--- src/rtl/ark_acc_pkg.sv ---
// Shared types and widths for the accumulator write-side dispatch.
`default_nettype none

package ark_acc_pkg;

  localparam int ACC_W = 8;

  typedef enum logic [2:0] {
    DEST_NONE = 3'b000,
    DEST_ALU  = 3'b001,
    DEST_REG  = 3'b010,
    DEST_MEM  = 3'b100
  } dest_t;

endpackage

`default_nettype wire

--- src/rtl/acc_dest_dispatch_if.sv ---
// Dispatch-side bus of acc_dest_dispatch: core request, register/operand writes, store drain, load forward.
`default_nettype none

interface acc_dest_dispatch_if
  import ark_acc_pkg::*;
#(
  parameter int AW  = 8,
  parameter int RAW = 4
);

  logic             AccValid;
  dest_t            Dest;
  logic [ACC_W-1:0] Acc;
  logic [RAW-1:0]   RegAddr;
  logic [AW-1:0]    MemAddr;
  logic             Stall;
  logic             RegWrEn;
  logic [RAW-1:0]   RegWrAddr;
  logic [ACC_W-1:0] RegWrData;
  logic [ACC_W-1:0] Operand;
  logic             MemWrEn;
  logic [AW-1:0]    MemWrAddr;
  logic [ACC_W-1:0] MemWrData;
  logic             MemReady;
  logic             Drained;
  logic [AW-1:0]    LdAddr;
  logic             LdHit;
  logic [ACC_W-1:0] LdData;

  modport master (
    output AccValid, Dest, Acc, RegAddr, MemAddr, MemReady, LdAddr,
    input  Stall, RegWrEn, RegWrAddr, RegWrData, Operand,
           MemWrEn, MemWrAddr, MemWrData, Drained, LdHit, LdData
  );

  modport slave (
    input  AccValid, Dest, Acc, RegAddr, MemAddr, MemReady, LdAddr,
    output Stall, RegWrEn, RegWrAddr, RegWrData, Operand,
           MemWrEn, MemWrAddr, MemWrData, Drained, LdHit, LdData
  );

endinterface

`default_nettype wire

--- src/rtl/acc_store_fifo.sv ---
// acc_store_fifo: DEPTH-entry store queue with optional newest-match load forwarding (ACC_DEST_FWD_EN).
// Rev 1.0
`default_nettype none

module acc_store_fifo
  import ark_acc_pkg::*;
#(
  parameter int DEPTH = 2,
  parameter int AW    = 8,
  parameter int PW    = $clog2(DEPTH),
  parameter int CW    = $clog2(DEPTH + 1)
) (
  input  wire logic             clk,
  input  wire logic             rst_n,
  input  wire logic             push,
  input  wire logic [AW-1:0]    push_addr,
  input  wire logic [ACC_W-1:0] push_data,
  input  wire logic             pop,
  output logic                  full,
  output logic                  empty,
  output logic [CW-1:0]         count,
  output logic [AW-1:0]         head_addr,
  output logic [ACC_W-1:0]      head_data,
  input  wire logic [AW-1:0]    ld_addr,
  output logic                  ld_hit,
  output logic [ACC_W-1:0]      ld_data
);

  logic [AW-1:0]    mem_addr [DEPTH];
  logic [ACC_W-1:0] mem_data [DEPTH];
  logic [PW-1:0]    wr_ptr;
  logic [PW-1:0]    rd_ptr;

  assign full      = (count == CW'(DEPTH));
  assign empty     = (count == '0);
  assign head_addr = mem_addr[rd_ptr];
  assign head_data = mem_data[rd_ptr];

  // Storage carries no reset; only the pointers and count decide what is valid.
  always_ff @(posedge clk) begin
    if (push) begin
      mem_addr[wr_ptr] <= push_addr;
      mem_data[wr_ptr] <= push_data;
    end
  end

  always_ff @(posedge clk) begin
    if (!rst_n) begin
      wr_ptr <= '0;
      rd_ptr <= '0;
      count  <= '0;
    end else begin
      if (push) wr_ptr <= wr_ptr + PW'(1);
      if (pop)  rd_ptr <= rd_ptr + PW'(1);
      case ({push, pop})
        2'b10:   count <= count + CW'(1);
        2'b01:   count <= count - CW'(1);
        default: count <= count;
      endcase
    end
  end

`ifdef ACC_DEST_FWD_EN
  logic [PW-1:0] scan_idx;

  // Walk oldest to newest so the last match seen is the entry closest to the tail.
  always_comb begin
    ld_hit   = 1'b0;
    ld_data  = '0;
    scan_idx = '0;
    for (int i = 0; i < DEPTH; i++) begin
      scan_idx = rd_ptr + PW'(i);
      if ((CW'(i) < count) && (mem_addr[scan_idx] == ld_addr)) begin
        ld_hit  = 1'b1;
        ld_data = mem_data[scan_idx];
      end
    end
  end
`else
  logic unused_ld_addr;

  assign unused_ld_addr = ^ld_addr;
  assign ld_hit         = 1'b0;
  assign ld_data        = '0;
`endif

endmodule

`default_nettype wire

--- src/rtl/acc_dest_dispatch.sv ---
// acc_dest_dispatch: routes the accumulator to register file, ALU operand latch or buffered data-memory stores.
// Optional load forwarding from pending stores: ACC_DEST_FWD_EN. Rev 1.0
`default_nettype none

module acc_dest_dispatch
  import ark_acc_pkg::*;
#(
  parameter int DEPTH = 2,
  parameter int AW    = 8,
  parameter int RAW   = 4
) (
  input  wire logic          Clk,
  input  wire logic          Reset_n,
  acc_dest_dispatch_if.slave bus
);

  localparam int CW = $clog2(DEPTH + 1);

  logic             full;
  logic             empty;
  logic [CW-1:0]    count;
  logic             stall;
  logic             accept;
  logic             push;
  logic             pop;
  logic [AW-1:0]    head_addr;
  logic [ACC_W-1:0] head_data;
  logic             ld_hit;
  logic [ACC_W-1:0] ld_data;

  logic             reg_wr_en;
  logic [RAW-1:0]   reg_wr_addr;
  logic [ACC_W-1:0] reg_wr_data;
  logic [ACC_W-1:0] operand;

  // A full queue stalls even if the head leaves this cycle: no same-cycle pass-through.
  assign stall  = bus.AccValid & (bus.Dest == DEST_MEM) & full;
  assign accept = bus.AccValid & ~stall;
  assign push   = accept & (bus.Dest == DEST_MEM);
  assign pop    = ~empty & bus.MemReady;

  acc_store_fifo #(
    .DEPTH (DEPTH),
    .AW    (AW)
  ) u_store_fifo (
    .clk       (Clk),
    .rst_n     (Reset_n),
    .push      (push),
    .push_addr (bus.MemAddr),
    .push_data (bus.Acc),
    .pop       (pop),
    .full      (full),
    .empty     (empty),
    .count     (count),
    .head_addr (head_addr),
    .head_data (head_data),
    .ld_addr   (bus.LdAddr),
    .ld_hit    (ld_hit),
    .ld_data   (ld_data)
  );

  always_ff @(posedge Clk) begin
    if (!Reset_n) begin
      reg_wr_en   <= 1'b0;
      reg_wr_addr <= '0;
      reg_wr_data <= '0;
      operand     <= '0;
    end else begin
      reg_wr_en <= accept & (bus.Dest == DEST_REG);
      if (accept && (bus.Dest == DEST_REG)) begin
        reg_wr_addr <= bus.RegAddr;
        reg_wr_data <= bus.Acc;
      end
      if (accept && (bus.Dest == DEST_ALU)) begin
        operand <= bus.Acc;
      end
    end
  end

  assign bus.Stall     = stall;
  assign bus.RegWrEn   = reg_wr_en;
  assign bus.RegWrAddr = reg_wr_addr;
  assign bus.RegWrData = reg_wr_data;
  assign bus.Operand   = operand;
  assign bus.MemWrEn   = ~empty;
  assign bus.MemWrAddr = head_addr;
  assign bus.MemWrData = head_data;
  assign bus.Drained   = (count == '0);
  assign bus.LdHit     = ld_hit;
  assign bus.LdData    = ld_data;

endmodule

`default_nettype wire
--- src/flat_wrapper.sv ---
// flat-port wrapper written by rule: the top's interface ports become plain ports
module acc_dest_dispatch_flat import ark_acc_pkg::*;
#(
  parameter int DEPTH = 2,
  parameter int AW    = 8,
  parameter int RAW   = 4
)
  (Clk, Reset_n, bus_AccValid, bus_Dest, bus_Acc, bus_RegAddr, bus_MemAddr, bus_MemReady, bus_LdAddr, bus_Stall, bus_RegWrEn, bus_RegWrAddr, bus_RegWrData, bus_Operand, bus_MemWrEn, bus_MemWrAddr, bus_MemWrData, bus_Drained, bus_LdHit, bus_LdData);
  acc_dest_dispatch_if #(.AW(AW), .RAW(RAW)) bus_i ();
  input  wire logic Clk;
  input  wire logic Reset_n;
  input wire logic [$bits(bus_i.AccValid)-1:0] bus_AccValid;
  input wire logic [$bits(bus_i.Dest)-1:0] bus_Dest;
  input wire logic [$bits(bus_i.Acc)-1:0] bus_Acc;
  input wire logic [$bits(bus_i.RegAddr)-1:0] bus_RegAddr;
  input wire logic [$bits(bus_i.MemAddr)-1:0] bus_MemAddr;
  input wire logic [$bits(bus_i.MemReady)-1:0] bus_MemReady;
  input wire logic [$bits(bus_i.LdAddr)-1:0] bus_LdAddr;
  output wire logic [$bits(bus_i.Stall)-1:0] bus_Stall;
  output wire logic [$bits(bus_i.RegWrEn)-1:0] bus_RegWrEn;
  output wire logic [$bits(bus_i.RegWrAddr)-1:0] bus_RegWrAddr;
  output wire logic [$bits(bus_i.RegWrData)-1:0] bus_RegWrData;
  output wire logic [$bits(bus_i.Operand)-1:0] bus_Operand;
  output wire logic [$bits(bus_i.MemWrEn)-1:0] bus_MemWrEn;
  output wire logic [$bits(bus_i.MemWrAddr)-1:0] bus_MemWrAddr;
  output wire logic [$bits(bus_i.MemWrData)-1:0] bus_MemWrData;
  output wire logic [$bits(bus_i.Drained)-1:0] bus_Drained;
  output wire logic [$bits(bus_i.LdHit)-1:0] bus_LdHit;
  output wire logic [$bits(bus_i.LdData)-1:0] bus_LdData;
  assign bus_i.AccValid = bus_AccValid;
  assign bus_i.Dest = bus_Dest;
  assign bus_i.Acc = bus_Acc;
  assign bus_i.RegAddr = bus_RegAddr;
  assign bus_i.MemAddr = bus_MemAddr;
  assign bus_i.MemReady = bus_MemReady;
  assign bus_i.LdAddr = bus_LdAddr;
  assign bus_Stall = bus_i.Stall;
  assign bus_RegWrEn = bus_i.RegWrEn;
  assign bus_RegWrAddr = bus_i.RegWrAddr;
  assign bus_RegWrData = bus_i.RegWrData;
  assign bus_Operand = bus_i.Operand;
  assign bus_MemWrEn = bus_i.MemWrEn;
  assign bus_MemWrAddr = bus_i.MemWrAddr;
  assign bus_MemWrData = bus_i.MemWrData;
  assign bus_Drained = bus_i.Drained;
  assign bus_LdHit = bus_i.LdHit;
  assign bus_LdData = bus_i.LdData;
  acc_dest_dispatch #(.DEPTH(DEPTH), .AW(AW), .RAW(RAW)) u_core (.Clk(Clk), .Reset_n(Reset_n), .bus(bus_i));
endmodule
--- config.mk ---
export PLATFORM = sky130hd
export DESIGN_NAME = acc_dest_dispatch_flat
export DESIGN_NICKNAME = d
export VERILOG_FILES = /design/src/rtl/ark_acc_pkg.sv /design/src/rtl/acc_dest_dispatch_if.sv /design/src/rtl/acc_store_fifo.sv /design/src/rtl/acc_dest_dispatch.sv /design/src/flat_wrapper.sv
export SDC_FILE = /design/constraint.sdc
export NUM_CORES = 1
export LEC_CHECK = 0
export BUFFER_PORTS_ARGS = -buffer_cell sky130_fd_sc_hd__buf_2
export CORE_UTILIZATION = 29
export CTS_BUF_LIST = sky130_fd_sc_hd__clkbuf_4 sky130_fd_sc_hd__clkbuf_8
export DETAILED_ROUTE_END_ITERATION = 8
export SLEW_MARGIN = 15
export SYNTH_ARGS = -nofsm -noshare
export SYNTH_HDL_FRONTEND = slang
export SYNTH_HIERARCHICAL = 1
export SYNTH_SLANG_ARGS = --single-unit
export TNS_END_PERCENT = 20
--- constraint.sdc ---
create_clock -name Clk -period 2.2 [get_ports Clk]
set_clock_uncertainty 0.2 [all_clocks]
set_input_delay 0.55 -clock Clk [delete_from_list [all_inputs] [get_ports Clk]]
set_output_delay 0.55 -clock Clk [all_outputs]
set_load 0.02 [all_outputs]
* After elaboration in Yosys (flattened, before gate mapping)
Memories as Yosys holds them, arrays and structs flattened. A register that Yosys moved wholly into a read port is not among the register bits.
Cells that the tools add are included.
** Word-level totals
- Register bits after elaboration :: 25
- RAM bits :: 32
- Output and inout bits :: 49
- Word-level logic and storage cells :: 38
- Memories kept :: 2
** Memories
- u_core.u_store_fifo.mem_addr :: depth 2, bits a word 8, read ports 1, clocked after Yosys merged registers in 1, wr ports 1, RTL line acc_store_fifo.sv:29 : logic [AW-1:0] mem_addr [DEPTH];
- u_core.u_store_fifo.mem_data :: depth 2, bits a word 8, read ports 1, clocked after Yosys merged registers in 1, wr ports 1, RTL line acc_store_fifo.sv:30 : logic [ACC_W-1:0] mem_data [DEPTH];
** Operators by class
- $add $sub $neg :: 4
- Equality and inequality tests :: 6
- Mux-type cells :: 7
- Bitwise operators :: 8
- Reductions and logical operators :: 4
** Operators with widths (number)
- 1-bit AND :: 6
- 1-bit 2-to-1 mux :: 6
- 2-bit equality test, second input constant :: 2
- 2-bit case mux with 2 select lines :: 1
- 3-bit by 1-bit equality test with 1-bit output, second input constant :: 1
- 3-bit by 2-bit equality test with 1-bit output, second input constant :: 1
- 3-bit equality test, second input constant :: 1
- 1-bit adder, second input constant :: 2
- 2-bit by 1-bit adder with 2-bit output, second input constant :: 1
- 2-bit by 1-bit equality test with 1-bit output, second input constant :: 1
- 1-bit logical AND :: 2
- 2-bit zero test :: 1
- 1-bit inverter :: 2
- 2-bit nonzero test :: 1
- 2-bit by 1-bit subtractor with 2-bit output, second input constant :: 1

* Longest topological paths before layout
Gate-level depths: netlist (run 1).
- Depth after elaboration :: 8
- Gate-level depth with buffers :: 7
- Depth with buffers taken out :: 7

* Cells and area by module
The synthesis (run 1) kept the hierarchy.
** Modules (own cells, without submodules)
- acc_store_fifo :: times used 1, cells each 82, area each 1438.9 sq um
- acc_dest_dispatch :: times used 1, cells each 89, area each 864.6 sq um

* Worst setup path before layout (run 1)
No wires, ideal clock.
- Path kind :: input port to flip-flop
- From :: in bus_Dest[0]
- To :: mem u_core.u_store_fifo.mem_addr[0][0], enable pin
- Library setup time :: 390 ps
- Data arrival time :: 1828 ps
- Required time :: 1610 ps
- Path slack :: -218 ps
- Cell stages on the path :: 4
- Path buffers :: 0
- Cells stage by stage :: nor4bb_1 -> nor2b_1 -> inv_1 -> nor2_1
** Between the ends
- Cells in the longest elaborated chain, start to end :: 8
** RTL lines
- from (decl) :: RTL line flat_wrapper.sv:13 : input wire logic [$bits(bus_i.Dest)-1:0] bus_Dest;
- 3-bit equality test * :: RTL line acc_dest_dispatch.sv:37, acc_dest_dispatch.sv:39
- 1-bit AND (2 in series) :: RTL line acc_dest_dispatch.sv:37 : assign stall = bus.AccValid & (bus.Dest == DEST_MEM) & full;
- 1-bit inverter :: RTL line acc_dest_dispatch.sv:38 : assign accept = bus.AccValid & ~stall;
- 1-bit AND :: RTL line acc_dest_dispatch.sv:38
- 1-bit AND * :: RTL line acc_dest_dispatch.sv:39 : assign push = accept & (bus.Dest == DEST_MEM);
- via u_core.push :: RTL line acc_dest_dispatch.sv:24 : logic push;
- 1-bit 2-to-1 mux * :: RTL line acc_store_fifo.sv:41 : if (push) begin
- 1-bit 2-to-1 mux (implied by the code) * :: RTL line acc_store_fifo.sv:42 : mem_addr[wr_ptr] <= push_addr;
- to (decl) :: RTL line acc_store_fifo.sv:29
The timed path passes the listed nets; every way through them passes the cells marked *.

==> impl_metrics.json, run 1 <==
{
  "postCtsSetupRepairBufs": 0,
  "fp.dieH_um": 91.1,
  "drc": 0,
  "insertedDiodeCount": 0,
  "num_io_pins": 84,
  "setup_violations": 0,
  "clk_pin_slew_ns": 0.06,
  "leakage_nw": 1.23,
  "syn-instance-count": 171,
  "antenna_violations_before_repair": 0,
  "vias": 1480,
  "timing.final.hold_violations": 0,
  "cts.sink_count": 58,
  "drt-total-wl_mm": 4.34,
  "drt_pre_antenna_iters": 6,
  "clock.fmax_mhz": 476,
  "dp.final_hpwl_mm": 2.95,
  "initial_core_util_pct": 30.0,
  "die_w_um": 91.1,
  "yosys.area.top_type": "sky130_fd_sc_hd__edfxtp_1",
  "row_count": 32,
  "layout.core_utilization_pct": 38.8,
  "grt_pass1_wl_mm": 7.13,
  "crit_path_max_fanout": 16,
  "drt-wirelength-per-cell_um": 12.2,
  "clk_path_buf_depth": 2,
  "clock_tree.htree_level_count": 3,
  "groute.usage.overall_pct": 11.5,
  "timing.final.crit_share_pct": 95.6,
  "cts_hold_buffers": 0,
  "worstPathRequired_ns": 1.45,
  "die_area_um2": 8300,
  "clock_tree_root": "sky130_fd_sc_hd__clkbuf_8",
  "worst_case_vdd_ir_drop_uv": 311,
  "gp_routability_congestion": 0.656,
  "yosys.area.top_type_share_pct": 41.7,
  "setup_repair_after_global_routing_missed_its_margin": "no",
  "synth.avg_cell_area_um2": 13.5,
  "worstSetupStartpointType": "flop",
  "grt_max_degree": 39,
  "ys_ff_latch": 58,
  "grt.overflow.total": 0,
  "slew_viol_final": 0,
  "layout.nets": 284,
  "finalCriticalPeriod_ns": 2.10,
  "timing.critical_path.arrival_ns": 1.35,
  "cts_made_buffers": 9,
  "first_global_vias": 1539,
  "clkLatencyLatePin_ns": 0.32,
  "path_class": "reg2out",
  "routed_via_density": 4.17,
  "core_area_um2": 7690,
  "tritoncts": "yes",
  "syn2layout_area_growth_pct": 29.5,
  "drive_gt1_share_pct": 44.3,
  "min-delay-path-class": "in2reg",
  "yosys.cell_types.count": 26,
  "timing.critical_path.to_type": "primary output",
  "detail_route.iter0.violations": 34,
  "yosysSeqAreaShare_pct": 64.3,
  "finalSetupTns_ns": 0,
  "ant_nets": 0,
  "result_of_the_run": "completed",
  "ys_warn_count": 6,
  "max_cap_viol_count": 0,
  "cellPowerDensity_nw_per_um2": 809,
  "io_buffer_count": 66,
  "post_synth_instance_area_um2": 2300,
  "synth_area_leaders": "sky130_fd_sc_hd__edfxtp_1 (42%), sky130_fd_sc_hd__dfxtp_1 (23%), sky130_fd_sc_hd__mux2i_1 (8.7%), sky130_fd_sc_hd__mux2_2 (7.8%), sky130_fd_sc_hd__nand2_1 (5.2%)"
}
registers in the layout, indices dropped and copies added, names as in the netlist, named ones only:
name and count:
u_core/bus.Operand 8, u_core/bus.RegWrData 8, u_core/bus.RegWrEn 1, u_core/u_store_fifo/wr_ptr 1
u_core/u_store_fifo/mem_data 16, u_core/u_store_fifo/rd_ptr 1, u_core/bus.RegWrAddr 4, u_core/u_store_fifo/count 2
u_core/u_store_fifo/mem_addr 16
logic make-up (layout without fill, tap and decap cells):
kind of cell / Yosys count / count (layout) / share of synthesized area (%)
flip-flops: 58 / 58 / 64.3
AND/OR/NAND/NOR: 49 / 49 / 10.3
AO/OA/AOI/OAI: 3 / 3 / 0.869
adder cells (fa/ha/maj): 1 / 1 / 0.543
other: 1 / 9 / 0.163
multiplexers: 36 / 36 / 16.5
XOR/XNOR: 3 / 3 / 1.14
buffers and inverters: 20 / 94 / 6.14
synth_stat cells (all sizes together):
library cell / count
ha: 1
or3: 1
nand2: 32
and2: 6
o21a: 1
and4bb: 2
inv: 2
xnor2: 2
dfxtp: 26
o21ai: 1
conb: 1
nor4bb: 1
nor2: 3
clkbuf: 2
buf: 16
a21boi: 1
mux2: 16
edfxtp: 32
and2b: 1
nor2b: 3
xor2: 1
mux2i: 20
what timing repair did:
action                                  in CTS  in global routing
endpoints found under the hold margin        0                  0
endpoints found under the setup margin       0                 14
resized for setup                            0                  2
worst max-delay path, stage by stage (launching register included):
cell	delay, ns
sky130_fd_sc_hd__dfxtp_1	0.32
sky130_fd_sc_hd__buf_6	0.20
sky130_fd_sc_hd__mux2_2	0.36
sky130_fd_sc_hd__buf_2	0.16
final cells by class:
| cell class | instances | area (um2) |
|---|---|---|
| clock buffer | 13 | 160 |
| inverter | 2 | 7.51 |
| tap | 102 | 128 |
| timing repair buffer | 76 | 447 |
| sequential | 58 | 1480 |
| fill | 771 | 4700 |
| clock inverter | 3 | 40.0 |
| multi-input combinational | 101 | 719 |
cells in the final DEF (no fill, tap or decap):
cell,count
sky130_fd_sc_hd__conb_1,9
sky130_fd_sc_hd__nand2_1,32
sky130_fd_sc_hd__inv_1,2
sky130_fd_sc_hd__nor2_2,1
sky130_fd_sc_hd__xor2_1,1
sky130_fd_sc_hd__and2b_2,1
sky130_fd_sc_hd__dfxtp_1,26
sky130_fd_sc_hd__buf_4,6
sky130_fd_sc_hd__and2_1,6
sky130_fd_sc_hd__clkbuf_4,3
sky130_fd_sc_hd__buf_12,3
sky130_fd_sc_hd__ha_1,1
sky130_fd_sc_hd__and4bb_2,1
sky130_fd_sc_hd__o21a_1,1
sky130_fd_sc_hd__nor4bb_2,1
sky130_fd_sc_hd__buf_6,1
sky130_fd_sc_hd__bufinv_16,1
sky130_fd_sc_hd__mux2i_1,20
sky130_fd_sc_hd__nor2_1,2
sky130_fd_sc_hd__clkbuf_8,10
sky130_fd_sc_hd__buf_2,66
sky130_fd_sc_hd__and4bb_1,1
sky130_fd_sc_hd__edfxtp_1,32
sky130_fd_sc_hd__nor2b_1,3
sky130_fd_sc_hd__clkinv_2,2
sky130_fd_sc_hd__a21boi_1,1
sky130_fd_sc_hd__o21ai_0,1
sky130_fd_sc_hd__mux2_2,16
sky130_fd_sc_hd__or3_1,1
sky130_fd_sc_hd__xnor2_1,2
power breakdown:
group / switching [mW] / internal [mW] / total, mW
logic: 0.152 / 0.114 / 0.266
clock network: 0.383 / 0.588 / 0.971
registers: 0.00926 / 1.17 / 1.18
per-stage QoR:
stage	worst slack [ns]	hold WS, ns	instances	instance area (um2)	total power, mW
2_1_floorplan	0.0493	0.279	179	2340	1.38
3_3_place_gp	-0.138	0.241	339	2770	1.46
3_5_place_dp	-0.201	0.245	339	2770	1.47
4_1_cts	0.00954	0.197	355	2970	2.46
5_1_grt	0.0314	0.202	355	2980	2.53
6_report	0.0977	0.219	355	2980	2.41
layer usage:
| metal | share of wire, % | track usage [%] | up-vias | wire, um |
|---|---|---|---|---|
| li1 | - | - | 722 | - |
| met1 | 44 | 13.3 | 703 | 1930 |
| met2 | 48 | 18.5 | 47 | 2090 |
| met3 | 5.5 | 3.43 | 8 | 241 |
| met4 | 2.0 | 7.14 | 0 | 86 |
| met5 | 0 | 0 | - | 0 |
path summary, 6_finish.rpt:
check / startpoint / to / slack (ns) / depth (start not counted)
max: flop / bus_MemWrData[6] / 0.1 / 3
min: bus_MemAddr[4] / u_core/u_store_fifo/mem_addr[0][4] / 0.22 / 1
max reg2reg: u_core/u_store_fifo/count[1] / u_core/u_store_fifo/count[1] / 0.40 / 6
min reg2reg: u_core/bus.RegWrAddr[3] / u_core/bus.RegWrAddr[3] / 0.26 / 2
Note: power is estimated with default switching activity, not from simulation.
==> inputs of run 2 (changes only) <==
CORE_UTILIZATION = 45   (was 29)
PLACE_DENSITY = 0.77   (was default)
==> run 2 against run 1 <==
Net effect: first-iteration DRC count decreased by 59%; clock power fell by 4.9%; combinational power is 2% lower; total power down 2.2%; sequential cell count unchanged; cell count decreased by 10%; core utilization is 22 points higher; cell area down 2.4%; highest routed layer unchanged.
==> impl_metrics.json, run 2 (same netlist as run 1, synthesis figures left out) <==
{
  "result_of_the_run": "completed",
  "critPathMaxStageDelay_ns": 0.36,
  "path_class": "reg2out",
  "finalHoldWorstSlack_ns": 0.223,
  "leakage_nw": 1.21,
  "clkLatencyLatePin_ns": 0.31,
  "tritoncts": "yes",
  "num_io_pins": 84,
  "postCtsSetupRepairBufs": 0,
  "worst_case_vdd_ir_drop_uv": 339,
  "worstSetupStartpointType": "flop",
  "layout.cells.most_common": "sky130_fd_sc_hd__buf_2",
  "slowest_stage": "sky130_fd_sc_hd__mux2_2",
  "gp_routability_congestion": 0.771,
  "first_global_vias": 1353,
  "drt-wirelength-per-cell_um": 12.5,
  "critical_path.top_delay_family": "buffers and inverters",
  "drc": 0,
  "die_w_um": 73.5,
  "syn2layout_area_growth_pct": 26.4,
  "min-delay-path-class": "in2reg",
  "grt_max_degree": 24,
  "routed_via_density": 4.53,
  "cts_made_buffers": 9,
  "net-switching-power_uw": 529,
  "cts.sink_count": 58,
  "clk_path_buf_depth": 2,
  "cts_hold_buffers": 0,
  "crit_path_max_fanout": 16,
  "grt_pass1_wl_mm": 6.01,
  "setup_repair_after_global_routing_missed_its_margin": "no",
  "cells_along_the_critical_path": "buf_4 > mux2_2 > buf_2",
  "power_mw": 2.36,
  "top_registers": "u_core/u_store_fifo/mem_addr: 16 flops, u_core/u_store_fifo/mem_data: 16 flops",
  "finalCriticalPeriod_ns": 2.12,
  "slew_viol_final": 0,
  "ant_nets": 0,
  "timing.final.crit_share_pct": 96.6,
  "groute.usage.overall_pct": 15.7,
  "die_area_um2": 5410,
  "timing.final.hold_violations": 0,
  "core_area_um2": 4820,
  "layout.cells.most_common_list": "sky130_fd_sc_hd__buf_2 (66), sky130_fd_sc_hd__nand2_1 (32), sky130_fd_sc_hd__edfxtp_1 (32)",
  "grt.overflow.total": 0,
  "insertedDiodeCount": 0,
  "detail_route.iter0.violations": 14,
  "fp.dieH_um": 73.5,
  "initial_core_util_pct": 47.8,
  "clock_tree_root": "sky130_fd_sc_hd__clkbuf_8",
  "dp.final_hpwl_mm": 2.76,
  "clk_pin_slew_ns": 0.06,
  "cellPowerDensity_nw_per_um2": 811,
  "row_count": 25,
  "critPathBufInv": 2,
  "p_comb_share_pct": 11.1,
  "worstPathRequired_ns": 1.45,
  "setup_violations": 0,
  "drt_pre_antenna_iters": 3,
  "drive_gt1_share_pct": 43.3,
  "timing.critical_path.arrival_ns": 1.37,
  "clock_tree.htree_level_count": 3,
  "drt-total-wl_mm": 3.97,
  "part_of_the_power_in_registers_pct": 49.8,
  "antenna_violations_before_repair": 0,
  "clock.fmax_mhz": 471,
  "cts_resized": 0,
  "sw_frac_of_total_pct": 22.4,
  "power_report.internal_total_mw": 1.83,
  "io_buffer_count": 66,
  "layout.nets": 283,
  "vias": 1445,
  "timing.critical_path.to_type": "primary output",
  "power_frac_clock_pct": 39.1,
  "max_cap_viol_count": 0
}
==> run 2: worst reg2reg max path, delay by kind of cell, from the launching register on <==
family / cells / cell delay, ns
buffers and inverters: 1 / 0.08
and+or+nand+nor: 3 / 0.73
AOI/OAI and AO/OA: 1 / 0.13
DFF: 1 / 0.33
adders and majority gates: 1 / 0.31
==> run 2: final timing paths <==
kind / to / slack, ns / startpoint / cells after the start
setup / recovery: bus_MemWrData[1] / 0.08 / flop / 3
hold / removal: u_core/u_store_fifo/mem_addr[0][1] / 0.22 / bus_MemAddr[1] / 1
hold reg to reg: u_core/bus.RegWrData[4] / 0.26 / u_core/bus.RegWrData[4] / 2
setup reg to reg: u_core/u_store_fifo/count[1] / 0.35 / u_core/u_store_fifo/count[0] / 6
==> run 2: per-layer routing <==
layer  share of wire (%)  global-route usage, %  vias to the layer above
met3                 6.1                   5.08                        2
met5                   0                      0                        -
met4                 1.0                   12.2                        0
li1                    -                      -                      729
met1                  42                   16.9                      674
met2                  51                   25.5                       40
==> run 2: area by class of cell <==
cell class                      instances  area [um2]
Clock buffer                           12         146
Clock inverter                          4        43.8
Fill cell                             431        1910
Inverter                                2        7.51
Multi-Input combinational cell        101         713
Sequential cell                        58        1480
Tap cell                               67        83.8
Timing Repair Buffer                   75         435
==> run 2: power by group through the flow <==
stage	sequential, mW	clock, mW	combinational [mW]
floorplan	1.21	0	0.170
global placement	1.20	0	0.259
detailed placement	1.20	0	0.263
CTS	1.18	0.960	0.265
global route	1.18	0.989	0.286
finish	1.18	0.923	0.261
==> run 2: metrics by stage <==
step / setup TNS, ns / worst slack, ns / utilization [%] / cells / instance area, um2
after floorplan: 0 / 0.0493 / - / 179 / 2340
after global placement: -0.246 / -0.111 / 56.5 / 303 / 2720
after detailed placement: -0.418 / -0.143 / 56.5 / 303 / 2720
after CTS: 0 / 0.0445 / 60.4 / 319 / 2910
after global routing: 0 / 0.00224 / 60.4 / 319 / 2910
final: 0 / 0.0755 / 60.4 / 319 / 2910
==> inputs of run 3 (changes only) <==
RECOVER_POWER = 100   (was default)
==> run 3 against run 2 <==
Net effect: worst hold slack barely moved; sequential power barely moved; non-clock buffer count did not move; register-to-register slack got worse by 0.08 ns; clock-buffer cell count did not move; critical path type unchanged; critical endpoint unchanged; largest power group unchanged.
==> impl_metrics.json, run 3 (same netlist as run 1, synthesis figures left out) <==
{
  "clkLatencyLatePin_ns": 0.31,
  "row_count": 25,
  "net-switching-power_uw": 529,
  "num_io_pins": 84,
  "min-delay-path-class": "in2reg",
  "io_buffer_count": 66,
  "layout.cells.most_common": "sky130_fd_sc_hd__clkbuf_1",
  "clk_path_buf_depth": 2,
  "finalSetupTns_ns": 0,
  "timing.slew.headroom_pct": 38.1,
  "layout.cells.most_common_list": "sky130_fd_sc_hd__clkbuf_1 (39), sky130_fd_sc_hd__nand2_1 (32), sky130_fd_sc_hd__edfxtp_1 (32)",
  "drt-wirelength-per-cell_um": 12.4,
  "clk_pin_slew_ns": 0.06,
  "die_w_um": 73.5,
  "core_area_um2": 4820,
  "initial_core_util_pct": 47.8,
  "drt-total-wl_mm": 3.96,
  "clock_tree.htree_level_count": 3,
  "path_class": "reg2out",
  "routed_via_density": 4.51,
  "power_frac_clock_pct": 39.3,
  "drc": 0,
  "power_report.internal_total_mw": 1.82,
  "syn2layout_area_growth_pct": 22.7,
  "cellPowerDensity_nw_per_um2": 830,
  "finalCriticalPeriod_ns": 2.12,
  "timing.final.crit_share_pct": 96.5,
  "place_inst": 303,
  "postCtsSetupRepairBufs": 0,
  "drive_gt1_share_pct": 27.4,
  "timing.critical_path.arrival_ns": 1.37,
  "tritoncts": "yes",
  "slew_viol_final": 0,
  "tightestPinTransition_ns": 0.929,
  "clock.fmax_mhz": 471,
  "leakage_nw": 1.07,
  "grt_max_degree": 24,
  "pre_cts_slack_ns": -0.143,
  "cts.sink_count": 58,
  "p_comb_share_pct": 10.6,
  "insertedDiodeCount": 0,
  "part_of_the_power_in_registers_pct": 50.1,
  "setup_repair_after_global_routing_missed_its_margin": "no",
  "crit_path_max_fanout": 16,
  "timing.critical_path.to_type": "primary output",
  "gp_routability_congestion": 0.771,
  "cts_resized": 0,
  "groute.usage.overall_pct": 15.7,
  "first_global_vias": 1353,
  "timing.final.hold_violations": 0,
  "cts_made_buffers": 9,
  "dp.final_hpwl_mm": 2.76,
  "top_registers": "u_core/u_store_fifo/mem_addr: 16 flops, u_core/u_store_fifo/mem_data: 16 flops",
  "worstSetupStartpointType": "flop",
  "die_area_um2": 5410,
  "result_of_the_run": "completed",
  "detail_route.iter0.violations": 23,
  "setup_ws_ns": 0.0771,
  "grt.overflow.total": 0,
  "setup_violations": 0,
  "vias": 1439,
  "worst_case_vdd_ir_drop_uv": 346,
  "antenna_violations_before_repair": 0,
  "cts_hold_buffers": 0,
  "clock_tree_root": "sky130_fd_sc_hd__clkbuf_8",
  "layout.nets": 283,
  "worstPathRequired_ns": 1.45,
  "sw_frac_of_total_pct": 22.5,
  "grt_pass1_wl_mm": 6.01,
  "max_cap_viol_count": 0,
  "final_cell_count_no_fill": 319,
  "fp.dieH_um": 73.5,
  "ant_nets": 0,
  "drt_pre_antenna_iters": 3
}
[run 3: cell count changes in the layout (fill, tap and decap cells not counted)]
cell                       before  now
sky130_fd_sc_hd__a21boi_1       1    0
sky130_fd_sc_hd__and4bb_1       1    2
sky130_fd_sc_hd__buf_2         66   19
sky130_fd_sc_hd__clkbuf_2       0   13
sky130_fd_sc_hd__and4bb_2       1    0
sky130_fd_sc_hd__clkbuf_4       3    5
sky130_fd_sc_hd__clkbuf_1       0   39
sky130_fd_sc_hd__buf_4          6    1
sky130_fd_sc_hd__buf_12         3    1
sky130_fd_sc_hd__a21boi_0       0    1
[run 3: critical path, cell delays in order, from the launching register on]
cell                      delay [ns]
sky130_fd_sc_hd__dfxtp_1        0.30
sky130_fd_sc_hd__buf_4          0.23
sky130_fd_sc_hd__mux2_2         0.36
sky130_fd_sc_hd__buf_2          0.16
[run 3: cell type report]
type / count / area [um2]
Fill cell: 455 / 1990
Timing Repair Buffer: 75 / 349
Clock inverter: 4 / 43.8
Multi-Input combinational cell: 101 / 713
Sequential cell: 58 / 1480
Clock buffer: 12 / 146
Inverter: 2 / 7.51
Tap cell: 67 / 83.8
[run 3: path summary, 6_finish.rpt]
kind                           startpoint                            endpoint  slack (ns)  cells after the start
max reg2reg  u_core/u_store_fifo/count[0]  u_core/u_store_fifo/mem_data[0][2]        0.27                      6
min                        bus_MemAddr[1]  u_core/u_store_fifo/mem_addr[0][1]        0.22                      1
max                                  flop                    bus_MemWrData[1]        0.08                      3
min reg2reg         u_core/bus.Operand[4]               u_core/bus.Operand[4]        0.26                      2
[run 3: power groups by stage]
stage                     logic (mW)  clock network [mW]  registers [mW]
after global placement         0.259                   0            1.20
after floorplan                0.170                   0            1.21
after CTS                      0.265               0.960            1.18
final                          0.248               0.923            1.18
after detailed placement       0.263                   0            1.20
after global routing           0.271               0.989            1.18
[run 3: per-layer routing]
layer	global-route usage (%)	wire (um)	vias to the layer above
li1	-	-	726
met1	16.9	1670	671
met2	25.5	2020	40
met3	5.08	229	2
met4	12.2	40	0
met5	0	0	-
[run 3: through the flow]
stage / hold slack, ns / util [%] / power, mW / instance area [um2]
finish: 0.223 / 58.6 / 2.35 / 2830
global route: 0.198 / 58.6 / 2.44 / 2830
CTS: 0.200 / 60.4 / 2.40 / 2910
detailed placement: 0.246 / 56.5 / 1.46 / 2720
global placement: 0.240 / 56.5 / 1.46 / 2720
floorplan: 0.279 / - / 1.38 / 2340
